### src/rtl/div_iter_multi.sv
// div_iter_multi -- iterative restoring integer divider for the execute stage.
//
// Retires STEP quotient bits per cycle over WIDTH/STEP iterations, then
// applies the signed fix-up to quotient and remainder. Operands and mode
// are captured when a start is accepted in FREE, so the requester may change
// its inputs afterwards. Divide-by-zero takes a short path that reports a
// zero result with div_by_zero_out set.
//
// Parameters:
//   WIDTH  operand width (>= 4, multiple of STEP)
//   STEP   quotient bits retired per cycle (1, 2 or 4)
// Ports:
//   clk, rst          clock, synchronous active-high reset
//   signed_div_in     1 = signed division (sampled at start)
//   opdata1_in        dividend (sampled at start)
//   opdata2_in        divisor (sampled at start)
//   start_in          request, held high until the result is consumed
//   annul_in          abort a request or an in-flight division
//   result_out        {remainder, quotient}
//   ready_out         result valid
//   busy_out          division in progress (ON or FIX)
//   div_by_zero_out   qualifies result_out when ready_out is high
module div_iter_multi #(
    parameter int WIDTH = 32,
    parameter int STEP  = 1
) (
    input  logic               clk,
    input  logic               rst,
    input  logic               signed_div_in,
    input  logic [WIDTH-1:0]   opdata1_in,
    input  logic [WIDTH-1:0]   opdata2_in,
    input  logic               start_in,
    input  logic               annul_in,
    output logic [2*WIDTH-1:0] result_out,
    output logic               ready_out,
    output logic               busy_out,
    output logic               div_by_zero_out
);

    localparam int K  = WIDTH / STEP;
    localparam int CW = $clog2(K + 1);

    typedef enum logic [2:0] {
        S_FREE,
        S_BYZERO,
        S_ON,
        S_FIX,
        S_END
    } state_e;

    state_e             state_q;
    logic               sgn_q;      // signed mode captured at start
    logic               neg_a_q;    // dividend MSB captured at start
    logic               neg_b_q;    // divisor MSB captured at start
    logic [WIDTH-1:0]   quo_q;      // dividend magnitude, shifted out as quotient shifts in
    logic [WIDTH-1:0]   rem_q;      // partial remainder
    logic [WIDTH-1:0]   dvs_q;      // divisor magnitude
    logic [CW-1:0]      cnt_q;
    logic               flag_q;     // divide-by-zero seen for this request
    logic [2*WIDTH-1:0] result_q;
    logic               ready_q;
    logic               dbz_q;

    logic [WIDTH-1:0]   quo_d;
    logic [WIDTH-1:0]   rem_d;
    logic [WIDTH:0]     shifted;
    logic [WIDTH-1:0]   mag_a;
    logic [WIDTH-1:0]   mag_b;

    // Operand magnitudes for capture in FREE.
    always_comb begin
        mag_a = (signed_div_in && opdata1_in[WIDTH-1]) ? -opdata1_in : opdata1_in;
        mag_b = (signed_div_in && opdata2_in[WIDTH-1]) ? -opdata2_in : opdata2_in;
    end

    // STEP chained restoring steps. The remainder stays below the divisor,
    // so the (WIDTH+1)-bit shifted value minus the divisor always fits in
    // WIDTH bits when the trial succeeds.
    always_comb begin
        quo_d   = quo_q;
        rem_d   = rem_q;
        shifted = '0;
        for (int i = 0; i < STEP; i++) begin
            shifted = {rem_d, quo_d[WIDTH-1]};
            quo_d   = {quo_d[WIDTH-2:0], 1'b0};
            if (shifted >= {1'b0, dvs_q}) begin
                rem_d    = shifted[WIDTH-1:0] - dvs_q;
                quo_d[0] = 1'b1;
            end else begin
                rem_d = shifted[WIDTH-1:0];
            end
        end
    end

    always_ff @(posedge clk) begin
        if (rst) begin
            state_q  <= S_FREE;
            sgn_q    <= 1'b0;
            neg_a_q  <= 1'b0;
            neg_b_q  <= 1'b0;
            quo_q    <= '0;
            rem_q    <= '0;
            dvs_q    <= '0;
            cnt_q    <= '0;
            flag_q   <= 1'b0;
            result_q <= '0;
            ready_q  <= 1'b0;
            dbz_q    <= 1'b0;
        end else begin
            case (state_q)
                S_FREE: begin
                    result_q <= '0;
                    ready_q  <= 1'b0;
                    dbz_q    <= 1'b0;
                    flag_q   <= 1'b0;
                    if (start_in && !annul_in) begin
                        sgn_q   <= signed_div_in;
                        neg_a_q <= opdata1_in[WIDTH-1];
                        neg_b_q <= opdata2_in[WIDTH-1];
                        if (opdata2_in == '0) begin
                            state_q <= S_BYZERO;
                        end else begin
                            quo_q   <= mag_a;
                            dvs_q   <= mag_b;
                            rem_q   <= '0;
                            cnt_q   <= '0;
                            state_q <= S_ON;
                        end
                    end
                end
                S_BYZERO: begin
                    quo_q   <= '0;
                    rem_q   <= '0;
                    flag_q  <= 1'b1;
                    state_q <= S_END;
                end
                S_ON: begin
                    if (annul_in) begin
                        state_q <= S_FREE;
                    end else begin
                        quo_q <= quo_d;
                        rem_q <= rem_d;
                        cnt_q <= cnt_q + CW'(1);
                        if (cnt_q == CW'(K - 1))
                            state_q <= S_FIX;
                    end
                end
                S_FIX: begin
                    if (annul_in) begin
                        state_q <= S_FREE;
                    end else begin
                        // MIN / -1 falls out naturally: magnitude 2^(W-1)
                        // negated is MIN again, remainder 0.
                        if (sgn_q && (neg_a_q ^ neg_b_q))
                            quo_q <= -quo_q;
                        if (sgn_q && neg_a_q)
                            rem_q <= -rem_q;
                        state_q <= S_END;
                    end
                end
                S_END: begin
                    // Result is held while the requester keeps start high;
                    // dropping start releases the block back to FREE.
                    if (start_in) begin
                        result_q <= {rem_q, quo_q};
                        ready_q  <= 1'b1;
                        dbz_q    <= flag_q;
                    end else begin
                        result_q <= '0;
                        ready_q  <= 1'b0;
                        dbz_q    <= 1'b0;
                        flag_q   <= 1'b0;
                        state_q  <= S_FREE;
                    end
                end
                default: state_q <= S_FREE;
            endcase
        end
    end

    assign result_out      = result_q;
    assign ready_out       = ready_q;
    assign div_by_zero_out = dbz_q;
    assign busy_out        = (state_q == S_ON) || (state_q == S_FIX);

endmodule

### config.mk
export PLATFORM = sky130hd
export DESIGN_NAME = div_iter_multi
export DESIGN_NICKNAME = d
export VERILOG_FILES = /design/src/rtl/div_iter_multi.sv
export SDC_FILE = /design/constraint.sdc
export NUM_CORES = 1
export LEC_CHECK = 0
export CELL_PAD_IN_SITES_DETAIL_PLACEMENT = 2
export CELL_PAD_IN_SITES_GLOBAL_PLACEMENT = 2
export CORE_MARGIN = 10
export CORE_UTILIZATION = 33
export CTS_CLUSTER_DIAMETER = 40
export DETAILED_ROUTE_END_ITERATION = 8
export GPL_ROUTABILITY_DRIVEN = 1
export GPL_TIMING_DRIVEN = 0
export PLACE_DENSITY = 0.91
export SKIP_CTS_REPAIR_TIMING = 1
export SLEW_MARGIN = 10
export SYNTH_ARGS = -nofsm -noshare
export SYNTH_HDL_FRONTEND = slang
export SYNTH_SLANG_ARGS = --single-unit
### constraint.sdc
create_clock -name clk -period 3.7 [get_ports clk]
set_input_delay 0.37 -clock clk [delete_from_list [all_inputs] [get_ports clk]]
set_output_delay 0.37 -clock clk [all_outputs]
set_load 0.01 [all_outputs]
Word level (Yosys, flattened, before mapping)
Index checks and enable logic that the tools add are counted.

$add $sub $neg: 6. $mul: 0. Div/mod/pow operators: 0. Magnitude comparators: 1. Equality and inequality tests: 13. Shifts and indexed selects: 0. Mux-type cells: 34. Bitwise logic cells: 2. Reductions and logical operators: 19.

Operators by type and width (count): $mux W32 (13); $pmux W32 S4 (2); $neg A32 Y32 (4); $pmux W64 S2 (1); $mux W64 (1); $ge A33 B32 Y1 (1); $logic_not A32 Y1 (1); $sub A32 B32 Y32 (1); $mux W6 (3); $mux W3 (5); $pmux W3 S5 (1); $ne A2 B2 Y1 const B (7); $pmux W6 S2 (1); $reduce_and A6 Y1 (2); $add A6 B1 Y6 const B (1); $eq A3 B2 Y1 const B (2); $eq A6 B5 Y1 const B (1); $reduce_and A3 Y1 (2); $logic_and A1 B1 Y1 (5); $pmux W1 S2 (2); $reduce_and A4 Y1 (1); $reduce_bool A2 Y1 (2); $reduce_bool A4 Y1 (1); $eq A3 B1 Y1 const B (1); other kinds (12) (14).

Bits in registers: 175. Bits in latches: 0. Memory bits (writable): 0. ROM bits: 0. Input bits: 69. Output and inout port bits: 67. Logic and storage cells: 87. Memories: 0.

Longest topological paths before layout
Depth after elaboration: 5. Mapped depth: 14. Mapped depth without buffers: 12.

Worst setup path after synthesis
OpenSTA, ideal clock, no wires.

Path type: reg2reg. Start point: register rem_q[25]. End point: register rem_q[8]. Library setup time: 0.132 ns. Arrival: 2.764 ns. Required time: 3.568 ns. Path slack: 0.805 ns. Cell stages (with the launch flop): 12. Path buffers: 1. Clock period less this slack: 2.895 ns. Path through: dfxtp_1 ha_1 a21o_1 a211o_1 a41oi_1 o21ai_1 a221o_1 a21o_1 buf_6 mux2_4 a221oi_2 nor3_1.

Cells in the longest elaborated chain, start to end: 4.

Ends and longest elaborated chain: from (decl) (line 56) `logic [WIDTH-1:0] rem_q;`; from (signal assigned) (line 142) `rem_q <= rem_d;`; from (signal assigned) (line 157) `rem_q <= -rem_q;`; $ge A33 B32 Y1 (line 86) `if (shifted >= {1'b0, dvs_q}) begin`; $mux W32 (line 86); $mux W32 (line 138) `if (annul_in) begin`; $pmux W32 S4 (line 110) `case (state_q)`.

No other way between the ends. The select of a mux whose other input is x is not followed. A chain may end at the register's enable or synchronous reset.

Worst setup path in the final report
Start point: register state_q[0]. End point: register rem_q[11].

Cells in the longest elaborated chain, start to end: 3. Elaborated cells between the ends (all ways): 12. Classes of those cells: eq/ne: 8; mux: 1; reduce/logical: 3.

Ends and longest elaborated chain: from (decl) (line 51) `state_e state_q;`; from (signal assigned) (line 97) `state_q <= S_FREE;`; from (signal assigned) (line 121) `state_q <= S_BYZERO;`; from (signal assigned) (line 127) `state_q <= S_ON;`; $eq A3 B2 Y1, or another cell as far along (line 110); $ne A2 B2 Y1 (no line) or $reduce_bool A4 Y1 (tied branches); $reduce_and A6 Y1 (no line).

Parallel ways exist; a longest one is shown, timed or not.

==> impl_metrics.py <==
metrics = {
    "status": {
        "outcome": "finished clean",
    },
    "clocking": {
        "cts_buffers": 17,
        "cts_tree": "built",
        "root_buffer": "clkbuf_16",
        "clk_latency_ps": 490,
        "cts_buffer_depth": 2,
        "htreeDepth": 4,
        "cts_sinks": 175,
        "path_clk_slew_ps": 90,
    },
    "layout": {
        "layout-drive-gt1-share_pct": 5.04,
        "fillers": 3998,
        "stdcell_count": 2181,
        "final_cell_area_um2": 14300,
        "layout.nets": 1819,
        "area.growth.synth_to_final_pct": 22.2,
    },
    "timing": {
        "setup_violations": 0,
        "clock.fmax_ghz": 0.280,
        "post-route-min-period_ps": 3580,
        "skew_ps": 21.8,
        "period_share_pct": 96.6,
        "tightest_slew_ps": 1210,
        "finalSetupTns_ps": 0,
        "hold_viol": 0,
        "rsz0062_at_grt": "no",
        "hold_ws_ps": 505,
        "maxSlewHeadroom_pct": 19.6,
        "slew_violations": 0,
    },
    "synth": {
        "ys_seq_area_share_pct": 29.9,
        "synth_warnings": 0,
        "async_flop_share_pct": 0,
        "synth_seq_cells": 175,
        "syn_area_per_cell_um2": 7.52,
        "yosysUniqueCellTypes": 75,
        "synthesis.area_um2": 11700,
        "synth_edf_count": 0,
        "syn_nets": 1665,
        "synth-main-ff-cell": "dfxtp_1",
        "syn_inst": 1558,
    },
    "drt": {
        "drt-met1-wl_um": 25000,
        "wl_um": 58300,
        "route.vias.total": 13404,
        "top_layer": "met4",
        "wl_met2_um": 27800,
        "drtIter0Drc": 1237,
        "dr.pass1.iters": 6,
        "drc": 0,
        "drtAntennaViolNets": 0,
        "wl_met3_um": 3820,
        "vias_per_cell": 6.15,
        "wire_per_inst_um": 26.8,
    },
    "grt": {
        "antenna_found_initial": 2,
        "grt_max_degree": 20,
        "grt_overflow": 0,
        "grt_pass1_vias": 14210,
        "grt_usage_pct": 25.6,
        "grt_first_pass_wirelength_um": 88100,
    },
    "worst_setup_path": {
        "critPathMaxStageDelay_ps": 540,
        "crit_family": "buffers and inverters",
        "cp-start-kind": "flop",
        "crit_path_cell_trace": "clkbuf_1 > o21ba_2 > clkbuf_1 > o211ai_1 > o21ai_0 > o21bai_1 > clkbuf_2 > clkbuf_1 > o21ai_0 > a21oi_1 > nor3_1",
        "required_ps": 4030,
        "path_depth": 11,
        "critPathBufInv": 4,
        "worst_path_max_delay_cell": "clkbuf_1",
        "crit_type": "reg -> reg",
        "crit_path_frequent_cell": "clkbuf_1",
        "cp.arrival_ps": 3900,
        "end_kind": "flop",
        "reg2regPathDepth": 11,
        "cp_max_fo": 10,
    },
    "die": {
        "placementRows": 68,
        "core-area_um2": 34800,
        "floorplan.initialDensity_pct": 33.7,
        "dieArea_um2": 43400,
        "die_w_um": 208,
        "die_y_um": 208,
        "io_pins": 136,
    },
    "placement": {
        "gp_congestion": 0.914,
        "portBuffers": 135,
        "dp_hpwl_um": 42100,
        "dp_cells": 2148,
        "placed_area_um2": 13600,
    },
    "hold_path": {
        "hold_class": "reg -> reg",
        "hold_depth": 2,
    },
    "power": {
        "p_leak_uw": 0.00522,
        "vdd_drop_max_uv": 356,
        "power_uw": 5790,
        "power_density_nw_per_um2": 404,
    },
    "run": {
        "drv.max_cap_violation_count": 0,
    },
}
through the flow:
step	utilization [%]	setup slack [ps]
final	41.1	124
after global placement	39.2	-490
after detailed placement	39.2	-694
after CTS	41.0	-214
after floorplan	-	805
after global routing	41.1	12.3
cell usage after synthesis (5+ instances only):
master / instances / area [um2]
nand2_1: 96 / 360
or3_1: 9 / 56.3
a22oi_1: 83 / 623
dfxtp_1: 175 / 3500
or4_1: 10 / 75.1
buf_1: 7 / 26.3
a21o_1: 18 / 135
clkbuf_1: 98 / 368
o31ai_1: 15 / 113
o211a_1: 7 / 70.1
nor4_1: 15 / 93.8
and2_1: 12 / 75.1
o22ai_1: 14 / 87.6
xnor2_1: 50 / 438
o221ai_1: 18 / 158
ha_1: 37 / 463
a211oi_1: 43 / 323
nor3_1: 59 / 295
nor2b_1: 10 / 62.6
o31a_1: 6 / 52.6
xor2_1: 45 / 394
buf_2: 12 / 60.1
o211ai_1: 6 / 45.0
o41ai_1: 7 / 61.3
nand2b_1: 13 / 81.3
nand3_1: 27 / 135
or2_2: 7 / 43.8
o21a_1: 7 / 52.6
a31oi_1: 20 / 125
nor3b_1: 6 / 45.0
mux2i_1: 21 / 210
mux2_2: 6 / 67.6
nor2_1: 242 / 908
a21oi_1: 101 / 505
nand4_1: 18 / 113
and3_1: 13 / 81.3
o21ai_0: 92 / 460
inv_1: 55 / 206
a221oi_1: 9 / 78.8
nand3b_1: 9 / 67.6
mux2_4: 5 / 75.1
final timing paths:
kind	startpoint	endpoint	slack, ps
worst max-delay path	state_q[0]	rem_q[11]	120
worst min-delay path	dvs_q[19]	dvs_q[19]	500
worst max register to register	state_q[0]	rem_q[11]	120
worst min register to register	dvs_q[19]	dvs_q[19]	500
kinds of logic after synthesis:
group	after synthesis	synth area share, %
simple gates	561	22.5
compound gates	480	27.3
buf+inv	176	5.89
flops	175	29.9
xor+xnor	95	7.10
fa+ha+maj	38	4.12
mux	33	3.11
where the power goes:
group | internal, uW | total [uW] | switching [uW]
registers | 1950 | 2070 | 119
logic | 647 | 1750 | 1100
clock network | 974 | 1970 | 996
total | 3570 | 5790 | 2220
sequential cells by signal, summed over array words and instances, names as in the netlist:
signal,flops
cnt_q,6
div_by_zero_out,1
dvs_q,32
flag_q,1
neg_a_q,1
neg_b_q,1
quo_q,32
ready_out,1
rem_q,32
result_out,64
sgn_q,1
state_q,3
cell usage in the layout, fill, tap and decap left out, types with 14 or more instances in the layout:
cell type	Yosys	routed
xor2_1	45	45
nand4_1	18	18
nor4_1	15	14
a21oi_1	101	99
a31oi_1	20	20
nand3_1	27	27
xnor2_1	50	50
nor3_1	59	58
nand2_1	96	96
ha_1	37	37
o21ai_0	92	92
clkbuf_1	98	96
dfxtp_1	175	172
o31ai_1	15	15
mux2i_1	21	21
nor2_1	242	242
o221ai_1	18	18
a22oi_1	83	83
o22ai_1	14	14
a211oi_1	43	43
clkdlybuf4s50_1	0	135
a21o_1	18	18
inv_1	55	55
clkbuf_16	0	17
layer usage:
layer | vias up | global-route usage, %
li1 | 5982 | -
met1 | 6790 | 32.3
met2 | 527 | 42.6
met3 | 105 | 4.82
met4 | 0 | 9.34
met5 | - | 0
layout make-up:
type / count / area (um2) / share of cell area, %
diodes: 1 / 2.50 / 0.0175
plain buffers: 119 / 478 / 3.34
clock buffers: 17 / 425 / 2.97
clock inverters: 15 / 189 / 1.32
inverters: 56 / 210 / 1.47
multi-input cells: 1207 / 7570 / 52.9
flip-flops and latches: 175 / 3510 / 24.5
well taps: 455 / 569 / 3.98
repair buffers: 136 / 1360 / 9.49
worst min-delay path: stages, from the launching register on:
cell and delay, ps:
dfxtp_1 310, nor2_1 100, a211oi_1 50
(Power assumes the default switching activity.)
